===== config.mk =====
export PLATFORM = sky130hd
export DESIGN_NAME = m2vside3_flat
export DESIGN_NICKNAME = d
export VERILOG_FILES = /design/src/rtl/m2v_pkg.sv /design/src/rtl/m2vside3_if.sv /design/src/rtl/m2vside_buf.sv /design/src/rtl/m2vside3.sv /design/src/flat_wrapper.sv
export SDC_FILE = /design/constraint.sdc
export NUM_CORES = 1
export LEC_CHECK = 0
export CAP_MARGIN = 20
export CORE_AREA = 2 2 71 73
export CTS_BUF_LIST = sky130_fd_sc_hd__clkbuf_8
export DETAILED_ROUTE_END_ITERATION = 8
export DIE_AREA = 0 0 73 75
export PLACE_DENSITY = 0.73
export SYNTH_ARGS = -nofsm -noshare
export SYNTH_HDL_FRONTEND = slang
export SYNTH_HIERARCHICAL = 1
export SYNTH_SLANG_ARGS = --single-unit

===== constraint.sdc =====
create_clock -name clk -period 1.7 [get_ports clk]
set_input_delay 0.34 -clock clk [delete_from_list [all_inputs] [get_ports clk]]
set_output_delay 0.34 -clock clk [all_outputs]
set_load 0.005 [all_outputs]

===== src/rtl/m2v_pkg.sv =====
// Shared MPEG2 decoder definitions: per-macroblock constants, the macroblock
// descriptor record and the block "coded" helper.
// Descriptor coordinates are carried at M2V_MB_COORD_W bits; users zero-extend.
package m2v_pkg;

  localparam int M2V_BLOCKS_PER_MB = 6;
  localparam int M2V_CBP_WIDTH     = 6;
  localparam int M2V_MB_COORD_W    = 16;

  // One macroblock as delivered by the header parser.
  typedef struct packed {
    logic [M2V_MB_COORD_W-1:0] x;
    logic [M2V_MB_COORD_W-1:0] y;
    logic                      intra;
    logic [M2V_CBP_WIDTH-1:0]  cbp;
  } m2v_mb_desc_t;

  // cbp is MSB-first: bit 5 belongs to block 0. Intra blocks are always coded.
  function automatic logic m2v_block_coded(input logic                     intra,
                                           input logic [M2V_CBP_WIDTH-1:0] cbp,
                                           input logic [2:0]               blk);
    return intra | cbp[3'(M2V_BLOCKS_PER_MB - 1) - blk];
  endfunction

endpackage


===== src/rtl/m2vside3_if.sv =====
// Stage-3 side-info bus: descriptor input handshake (s2_*), flush and block
// advance controls, and the per-block side outputs (s3_*).
// Ports: master = upstream/downstream driver side, slave = the sequencer.
interface m2vside3_if #(
  parameter int MBX_WIDTH = 7,
  parameter int MBY_WIDTH = 7
) ();

  logic                 pic_start;
  logic [MBX_WIDTH-1:0] s2_mb_x;
  logic [MBY_WIDTH-1:0] s2_mb_y;
  logic                 s2_mb_intra;
  logic [5:0]           s2_cbp;
  logic                 s2_valid;
  logic                 s2_ready;
  logic                 block_start;
  logic [MBX_WIDTH-1:0] s3_mb_x;
  logic [MBY_WIDTH-1:0] s3_mb_y;
  logic                 s3_mb_intra;
  logic [2:0]           s3_block;
  logic                 s3_coded;
  logic                 s3_enable;

  modport master (
    output pic_start, s2_mb_x, s2_mb_y, s2_mb_intra, s2_cbp, s2_valid, block_start,
    input  s2_ready, s3_mb_x, s3_mb_y, s3_mb_intra, s3_block, s3_coded, s3_enable
  );

  modport slave (
    input  pic_start, s2_mb_x, s2_mb_y, s2_mb_intra, s2_cbp, s2_valid, block_start,
    output s2_ready, s3_mb_x, s3_mb_y, s3_mb_intra, s3_block, s3_coded, s3_enable
  );

endinterface


===== src/rtl/m2vside_buf.sv =====
// Macroblock descriptor FIFO, depth 1 (holding register) or 2 (shift pair).
// Latency: a push is visible at the head one cycle later.
// Backpressure: o_full depends only on occupancy; a pop never frees space the same cycle.
// Ports: clk, reset_n (async active-low); i_flush clears all entries next cycle and
//        overrides push/pop; i_push/i_push_dat write; i_pop drops the head;
//        o_head_dat is the oldest entry; o_empty/o_full are occupancy flags.
module m2vside_buf
  import m2v_pkg::*;
#(
  parameter int DEPTH = 1  // 1 or 2
) (
  input  logic         clk,
  input  logic         reset_n,
  input  logic         i_flush,
  input  logic         i_push,
  input  m2v_mb_desc_t i_push_dat,
  input  logic         i_pop,
  output m2v_mb_desc_t o_head_dat,
  output logic         o_empty,
  output logic         o_full
);

  localparam int CW = $clog2(DEPTH + 1);

  logic [CW-1:0] r_cnt;
  m2v_mb_desc_t  r_slot0;  // always the head entry
  logic          w_push;
  logic          w_pop;

  assign o_empty    = (r_cnt == '0);
  assign o_full     = (r_cnt == CW'(DEPTH));
  assign o_head_dat = r_slot0;

  // Illegal requests are dropped here so the counter can never wrap.
  assign w_push = i_push & ~o_full  & ~i_flush;
  assign w_pop  = i_pop  & ~o_empty & ~i_flush;

  always_ff @(posedge clk or negedge reset_n) begin
    if (!reset_n) begin
      r_cnt <= '0;
    end else if (i_flush) begin
      r_cnt <= '0;
    end else if (w_push && !w_pop) begin
      r_cnt <= r_cnt + 1'b1;
    end else if (w_pop && !w_push) begin
      r_cnt <= r_cnt - 1'b1;
    end
  end

  generate
    if (DEPTH == 2) begin : g_depth2
      m2v_mb_desc_t r_slot1;

      always_ff @(posedge clk or negedge reset_n) begin
        if (!reset_n) begin
          r_slot0 <= '0;
          r_slot1 <= '0;
        end else begin
          // Push lands in the head slot when the buffer is empty, or when the
          // single held entry is leaving in the same cycle.
          if (w_push && (o_empty || w_pop)) begin
            r_slot0 <= i_push_dat;
          end else if (w_pop && o_full) begin
            r_slot0 <= r_slot1;
          end
          if (w_push && !o_empty && !w_pop) begin
            r_slot1 <= i_push_dat;
          end
        end
      end
    end else begin : g_depth1
      always_ff @(posedge clk or negedge reset_n) begin
        if (!reset_n) begin
          r_slot0 <= '0;
        end else if (w_push) begin
          r_slot0 <= i_push_dat;
        end
      end
    end
  endgenerate

endmodule


===== src/rtl/m2vside3.sv =====
// Stage-3 side-info sequencer: expands each macroblock descriptor into six block records.
// Latency: descriptor accepted at edge N is shown as block 0 after edge N; one block per block_start.
// Backpressure: s2_ready = descriptor buffer not full (occupancy only, no combinational path).
// Ports: clk, reset_n (async active-low); bus (m2vside3_if.slave) carrying pic_start,
//        s2_* descriptor handshake, block_start, and s3_* current-block outputs.
// Config macro: M2V_SIDE3_DEPTH2_EN selects a 2-entry descriptor buffer (no bubble
//        between macroblocks); undefined gives a single holding register.
module m2vside3
  import m2v_pkg::*;
#(
  parameter int MBX_WIDTH = 7,
  parameter int MBY_WIDTH = 7
) (
  input  logic           clk,
  input  logic           reset_n,
  m2vside3_if.slave      bus
);

`ifdef M2V_SIDE3_DEPTH2_EN
  localparam int BUF_DEPTH = 2;
`else
  localparam int BUF_DEPTH = 1;
`endif

  localparam logic [2:0] LAST_BLK = 3'(M2V_BLOCKS_PER_MB - 1);

  m2v_mb_desc_t w_push_dat;
  m2v_mb_desc_t w_head;
  logic         w_empty;
  logic         w_full;
  logic         w_push;
  logic         w_pop;
  logic         w_enable;
  logic         w_adv;
  logic         w_unused_coord;
  logic [2:0]   r_blk;

  always_comb begin
    w_push_dat                    = '0;
    w_push_dat.x[MBX_WIDTH-1:0]   = bus.s2_mb_x;
    w_push_dat.y[MBY_WIDTH-1:0]   = bus.s2_mb_y;
    w_push_dat.intra              = bus.s2_mb_intra;
    w_push_dat.cbp                = bus.s2_cbp;
  end

  assign w_enable = ~w_empty;
  // pic_start wins over everything in its cycle: no push, no advance, no pop.
  assign w_push   = bus.s2_valid & ~w_full & ~bus.pic_start;
  assign w_adv    = bus.block_start & w_enable & ~bus.pic_start;
  assign w_pop    = w_adv & (r_blk == LAST_BLK);

  m2vside_buf #(
    .DEPTH (BUF_DEPTH)
  ) u_buf (
    .clk        (clk),
    .reset_n    (reset_n),
    .i_flush    (bus.pic_start),
    .i_push     (w_push),
    .i_push_dat (w_push_dat),
    .i_pop      (w_pop),
    .o_head_dat (w_head),
    .o_empty    (w_empty),
    .o_full     (w_full)
  );

  // Block counter. It only moves while a head entry exists, so it is 0
  // whenever the buffer is empty and s3_block needs no extra gating.
  always_ff @(posedge clk or negedge reset_n) begin
    if (!reset_n) begin
      r_blk <= '0;
    end else if (bus.pic_start) begin
      r_blk <= '0;
    end else if (w_adv) begin
      r_blk <= (r_blk == LAST_BLK) ? 3'd0 : r_blk + 3'd1;
    end
  end

  assign bus.s2_ready    = ~w_full;
  assign bus.s3_enable   = w_enable;
  assign bus.s3_block    = r_blk;
  assign bus.s3_mb_x     = w_enable ? w_head.x[MBX_WIDTH-1:0] : '0;
  assign bus.s3_mb_y     = w_enable ? w_head.y[MBY_WIDTH-1:0] : '0;
  assign bus.s3_mb_intra = w_enable & w_head.intra;
  assign bus.s3_coded    = w_enable & m2v_block_coded(w_head.intra, w_head.cbp, r_blk);

  // Coordinates are stored at package width; the bits above the configured
  // width are always zero and intentionally go nowhere.
  assign w_unused_coord  = ^{w_head.x >> MBX_WIDTH, w_head.y >> MBY_WIDTH};

endmodule


===== src/flat_wrapper.sv =====
// flat-port wrapper written by rule: the top's interface ports become plain ports
module m2vside3_flat import m2v_pkg::*;
#(
  parameter int MBX_WIDTH = 7,
  parameter int MBY_WIDTH = 7
)
  (clk, reset_n, bus_pic_start, bus_s2_mb_x, bus_s2_mb_y, bus_s2_mb_intra, bus_s2_cbp, bus_s2_valid, bus_block_start, bus_s2_ready, bus_s3_mb_x, bus_s3_mb_y, bus_s3_mb_intra, bus_s3_block, bus_s3_coded, bus_s3_enable);
  m2vside3_if #(.MBX_WIDTH(MBX_WIDTH), .MBY_WIDTH(MBY_WIDTH)) bus_i ();
  input  logic clk;
  input  logic reset_n;
  input wire logic [$bits(bus_i.pic_start)-1:0] bus_pic_start;
  input wire logic [$bits(bus_i.s2_mb_x)-1:0] bus_s2_mb_x;
  input wire logic [$bits(bus_i.s2_mb_y)-1:0] bus_s2_mb_y;
  input wire logic [$bits(bus_i.s2_mb_intra)-1:0] bus_s2_mb_intra;
  input wire logic [$bits(bus_i.s2_cbp)-1:0] bus_s2_cbp;
  input wire logic [$bits(bus_i.s2_valid)-1:0] bus_s2_valid;
  input wire logic [$bits(bus_i.block_start)-1:0] bus_block_start;
  output wire logic [$bits(bus_i.s2_ready)-1:0] bus_s2_ready;
  output wire logic [$bits(bus_i.s3_mb_x)-1:0] bus_s3_mb_x;
  output wire logic [$bits(bus_i.s3_mb_y)-1:0] bus_s3_mb_y;
  output wire logic [$bits(bus_i.s3_mb_intra)-1:0] bus_s3_mb_intra;
  output wire logic [$bits(bus_i.s3_block)-1:0] bus_s3_block;
  output wire logic [$bits(bus_i.s3_coded)-1:0] bus_s3_coded;
  output wire logic [$bits(bus_i.s3_enable)-1:0] bus_s3_enable;
  assign bus_i.pic_start = bus_pic_start;
  assign bus_i.s2_mb_x = bus_s2_mb_x;
  assign bus_i.s2_mb_y = bus_s2_mb_y;
  assign bus_i.s2_mb_intra = bus_s2_mb_intra;
  assign bus_i.s2_cbp = bus_s2_cbp;
  assign bus_i.s2_valid = bus_s2_valid;
  assign bus_i.block_start = bus_block_start;
  assign bus_s2_ready = bus_i.s2_ready;
  assign bus_s3_mb_x = bus_i.s3_mb_x;
  assign bus_s3_mb_y = bus_i.s3_mb_y;
  assign bus_s3_mb_intra = bus_i.s3_mb_intra;
  assign bus_s3_block = bus_i.s3_block;
  assign bus_s3_coded = bus_i.s3_coded;
  assign bus_s3_enable = bus_i.s3_enable;
  m2vside3 #(.MBX_WIDTH(MBX_WIDTH), .MBY_WIDTH(MBY_WIDTH)) u_core (.clk(clk), .reset_n(reset_n), .bus(bus_i));
endmodule

# Word level (Yosys, flattened, before mapping)

Cells that the tools add are included.
Widths: inputs -> output; s select.

Register bits after elaboration: 25
Bits of input ports: 26

Bitwise logic cells: 14
Add/sub/neg operators: 4
Reductions and logical operators: 6
Muxes and demuxes: 10
Equality and inequality tests: 1
Magnitude comparators: 1

Operators with widths:

| operator            | number |
|---|---|
| $mux 7              | 2 |
| $and 1x1->1         | 11 |
| $mux 3              | 3 |
| $lt 3x4->1 const B  | 1 |
| $mux 1              | 4 |
| $add 3x1->3 const B | 1 |
| $bmux 1 s3          | 1 |
| $eq 3x3->1 const B  | 1 |
| $reduce_bool 3->1   | 1 |
| $sub 3x3->3 const A | 1 |
| $logic_and 1x1->1   | 2 |
| $logic_not 1->1     | 2 |
| $not 1->1           | 2 |
| $reduce_bool 2->1   | 1 |
| $add 1x1->1 const B | 1 |
| $or 1x1->1          | 1 |
| $sub 1x1->1 const B | 1 |

# Logic depth before layout (Yosys ltp)

Depth after elaboration: 10
Mapped depth: 5
Gate-level depth less buffers: 5

# Modules after synthesis

Netlist, hierarchy kept.

By module, submodules not included:

| module      | times used | area each (um2) | cells an instance |
|---|---|---|---|
| m2vside_buf | 1          | 1496.4          | 87 |
| m2vside3    | 1          | 351.6           | 44 |

# Worst setup path before layout

OpenSTA, ideal clock, no wires.

Path type: register to output
Start point: register u_core.r_blk[1], in the netlist u_core/bus.s3_block[1]
End point: output port bus_s3_coded
Slack: -25 ps
Data arrival time: 1385 ps
Stages on the path, launching flop included: 6
Buffers on the path: 0
Data required time: 1360 ps
Cell sequence: dfrtp_1 > inv_1 > ha_1 > mux4_2 > a221oi_2 > nor2_1

Cells in the longest elaborated chain, start to end: 5

Ends and longest elaborated chain:

| what                         | RTL line           | RTL |
|---|---|---|
| from (decl)                  | m2vside3.sv:36     | `logic [2:0] r_blk;` |
| from (signal assigned)       | m2vside3.sv:74     | `r_blk <= (r_blk == LAST_BLK) ? 3'd0 : r_blk + 3'd1;` |
| $sub 3x3->3                  | m2v_pkg.sv:22      | `return intra \| cbp[3'(M2V_BLOCKS_PER_MB - 1) - blk];` |
| $bmux 1 s3                   | m2v_pkg.sv:22      |  |
| $mux 1 (not written as such) | m2v_pkg.sv:22      |  |
| $or 1x1->1                   | m2v_pkg.sv:22      |  |
| $and 1x1->1                  | m2vside3.sv:84     | `assign bus.s3_coded = w_enable & m2v_block_coded(w_head.intra, w_head.cbp, r_blk);` |
| to (decl)                    | flat_wrapper.sv:23 | `output wire logic [$bits(bus_i.s3_coded)-1:0] bus_s3_coded;` |

Every way passes these cells. The select of a mux whose other input is x is not followed.

# Final worst setup path

Same ends and word-level chain as after synthesis.

==> out/results.txt <==
Status = complete, but fails checks
Violated checks = negative setup slack
Cell Pwr Density = 803 nW/µm²
Worst skew pair latency = 0.26 ns
DRT antenna net count = 0
Hpwl dp = 2.06 mm
CTS Buffer Depth = 2
Die ar. = 5480 µm²
Hold crit path type = in -> async
Mapped cell area = 1190 µm²
Final Setup Violations = 1
Starting Density = 0.256
Die Width = 73 µm
RSZ-0062 raised after global routing = yes
Routed via count = 962
Clk slew on worst S/H paths = 0.09 ns
Peak Freq = 484 MHz
YS warnings = 6
Die height = 75 µm
I/O Pins = 47
CTS Root Cell = clkbuf_8
Met2 usage = 0.170
Pin count of the biggest net entering global routing = 26
Total track usage = 0.110
RR Endpoint = u_core/u_buf/o_head_dat[0]
Worst setup margin = -0.366 ns
CTS tree = built
Reg2reg path depth = 6
Most frequent cells in the layout = 25 x clkdlybuf4s50_1, 25 x dfrtp_1, 21 x mux2_4
Layout Nets = 188
GRT Residual Overflow = 0
Vias per cell = 4.52
Post-Synthesis Cells = 94
Post-route cell area = 2060 µm²
Max-cap viol count = 0
Gpl congestion = 0.755
Worst Path Arrival = 1.73 ns
H-tree depth = 1
Final min period = 2.07 ns
DRC Markers = 0
Tcrit/Tclk final = 1.22
Worst hold slack = 0.427 ns
CTS buffer count = 3
Core Util, Final = 0.442
Rows = 25
Startpoint types = flop
Core area = 4660 µm²
Gr busiest metal = met2
Max Clock Skew = 0.000641 ns
Pre-CTS setup slack = -0.445 ns
Layout cells sized above 1 = 0.346
Kind of critical path = reg -> out
Slew @ Worst Pin = 0.330 ns
Initial antenna violation count = 0
Pre-antenna DRT Iters = 4
Crit-path max FO = 2
Reg-to-Reg Start = u_core/u_buf/o_full
Initial DRC count = 81
Vias in the first global route = 979
Syn Nets = 122
Clock tree sinks = 25
PortBufs = 46
Cell Area, Placed = 1800 µm²
Critical path origin = u_core/bus.s3_block[1]
Register-to-register setup slack = 0.01 ns
Fin. Hold Viols = 0
Crit end category = primary output
Leakage = 0.000941 µW
Peak VDD IR = 407 µV
GR Layer Usage met3 = 0.0228
Count of pins over their slew limit = 0
Ant. Diodes = 0
WL/cell = 14.2 µm
Worst Path Required = 1.36 ns
Worst slew slack as a fraction of its limit = 0.780
Final wirelength = 3.02 mm
Syn_area_per_cell = 12.7 µm²
Area growth from synthesis to layout = 72.9%
First-pass GRT wire length = 4.61 mm
M1 GR Usage = 0.155
[final cells by class]
| cell class | instances | area [µm²] |
|---|---|---|
| Fill cell | 435 | 2600 |
| Timing Repair Buffer | 66 | 671 |
| Multi-Input combinational cell | 60 | 629 |
| Sequential cell | 25 | 626 |
| Tap cell | 54 | 67.6 |
| Clock buffer | 3 | 41.3 |
| Inverter | 4 | 20.0 |
| Clock inverter | 1 | 5.00 |
[registers in the layout (all words and copies together) (netlist names)]
register / count
u_core/u_buf/o_full: 1
u_core/bus.s3_block: 3
u_core/u_buf/o_head_dat: 21
[worst max path at each step]
stage | slack [ns] | end | cells after the start
global route | -0.48 | bus_s3_coded | 6
finish | -0.37 | bus_s3_coded | 6
floorplan | 0.01 | bus_s3_coded | 5
detailed placement | -0.44 | bus_s3_coded | 6
CTS | -0.42 | bus_s3_coded | 6
global placement | -0.37 | bus_s3_coded | 6
[report_power, final]
| part | total [µW] | switching (µW) | internal, µW |
|---|---|---|---|
| logic | 502 | 140 | 362 |
| registers | 796 | 71.0 | 725 |
| clock network | 355 | 191 | 164 |
[what timing repair did]
action | in CTS | in global routing
setup endpoints to repair | 38 | 40
resized for setup | 31 | 44
cloned | 1 | 0
hold buffers | 0 | 0
buffers inserted | 5 | 2
pin swaps | 3 | 3
endpoints found under the hold margin | 0 | 0
[metrics by stage]
stage	total power [µW]	setup TNS, ns	std cells
after global routing	1750	-1.57	213
after floorplan	989	0	94
after global placement	1190	-7.08	202
final	1650	-0.366	213
after detailed placement	1200	-7.22	202
after CTS	1570	-0.435	212
[worst max-delay path, stage by stage, from the launching register on]
cell,delay (ns)
dfrtp_1,0.38
inv_2,0.06
ha_4,0.26
mux4_2,0.30
a221oi_2,0.26
nor2_1,0.07
buf_2,0.13
[metal layers]
| metal | up-vias | wire length (µm) |
|---|---|---|
| met2 | 25 | 1430 |
| met4 | 0 | 29 |
| met3 | 4 | 151 |
| met1 | 485 | 1410 |
| li1 | 448 | - |
| met5 | - | 0 |
Power figures use the tool's default switching activity.
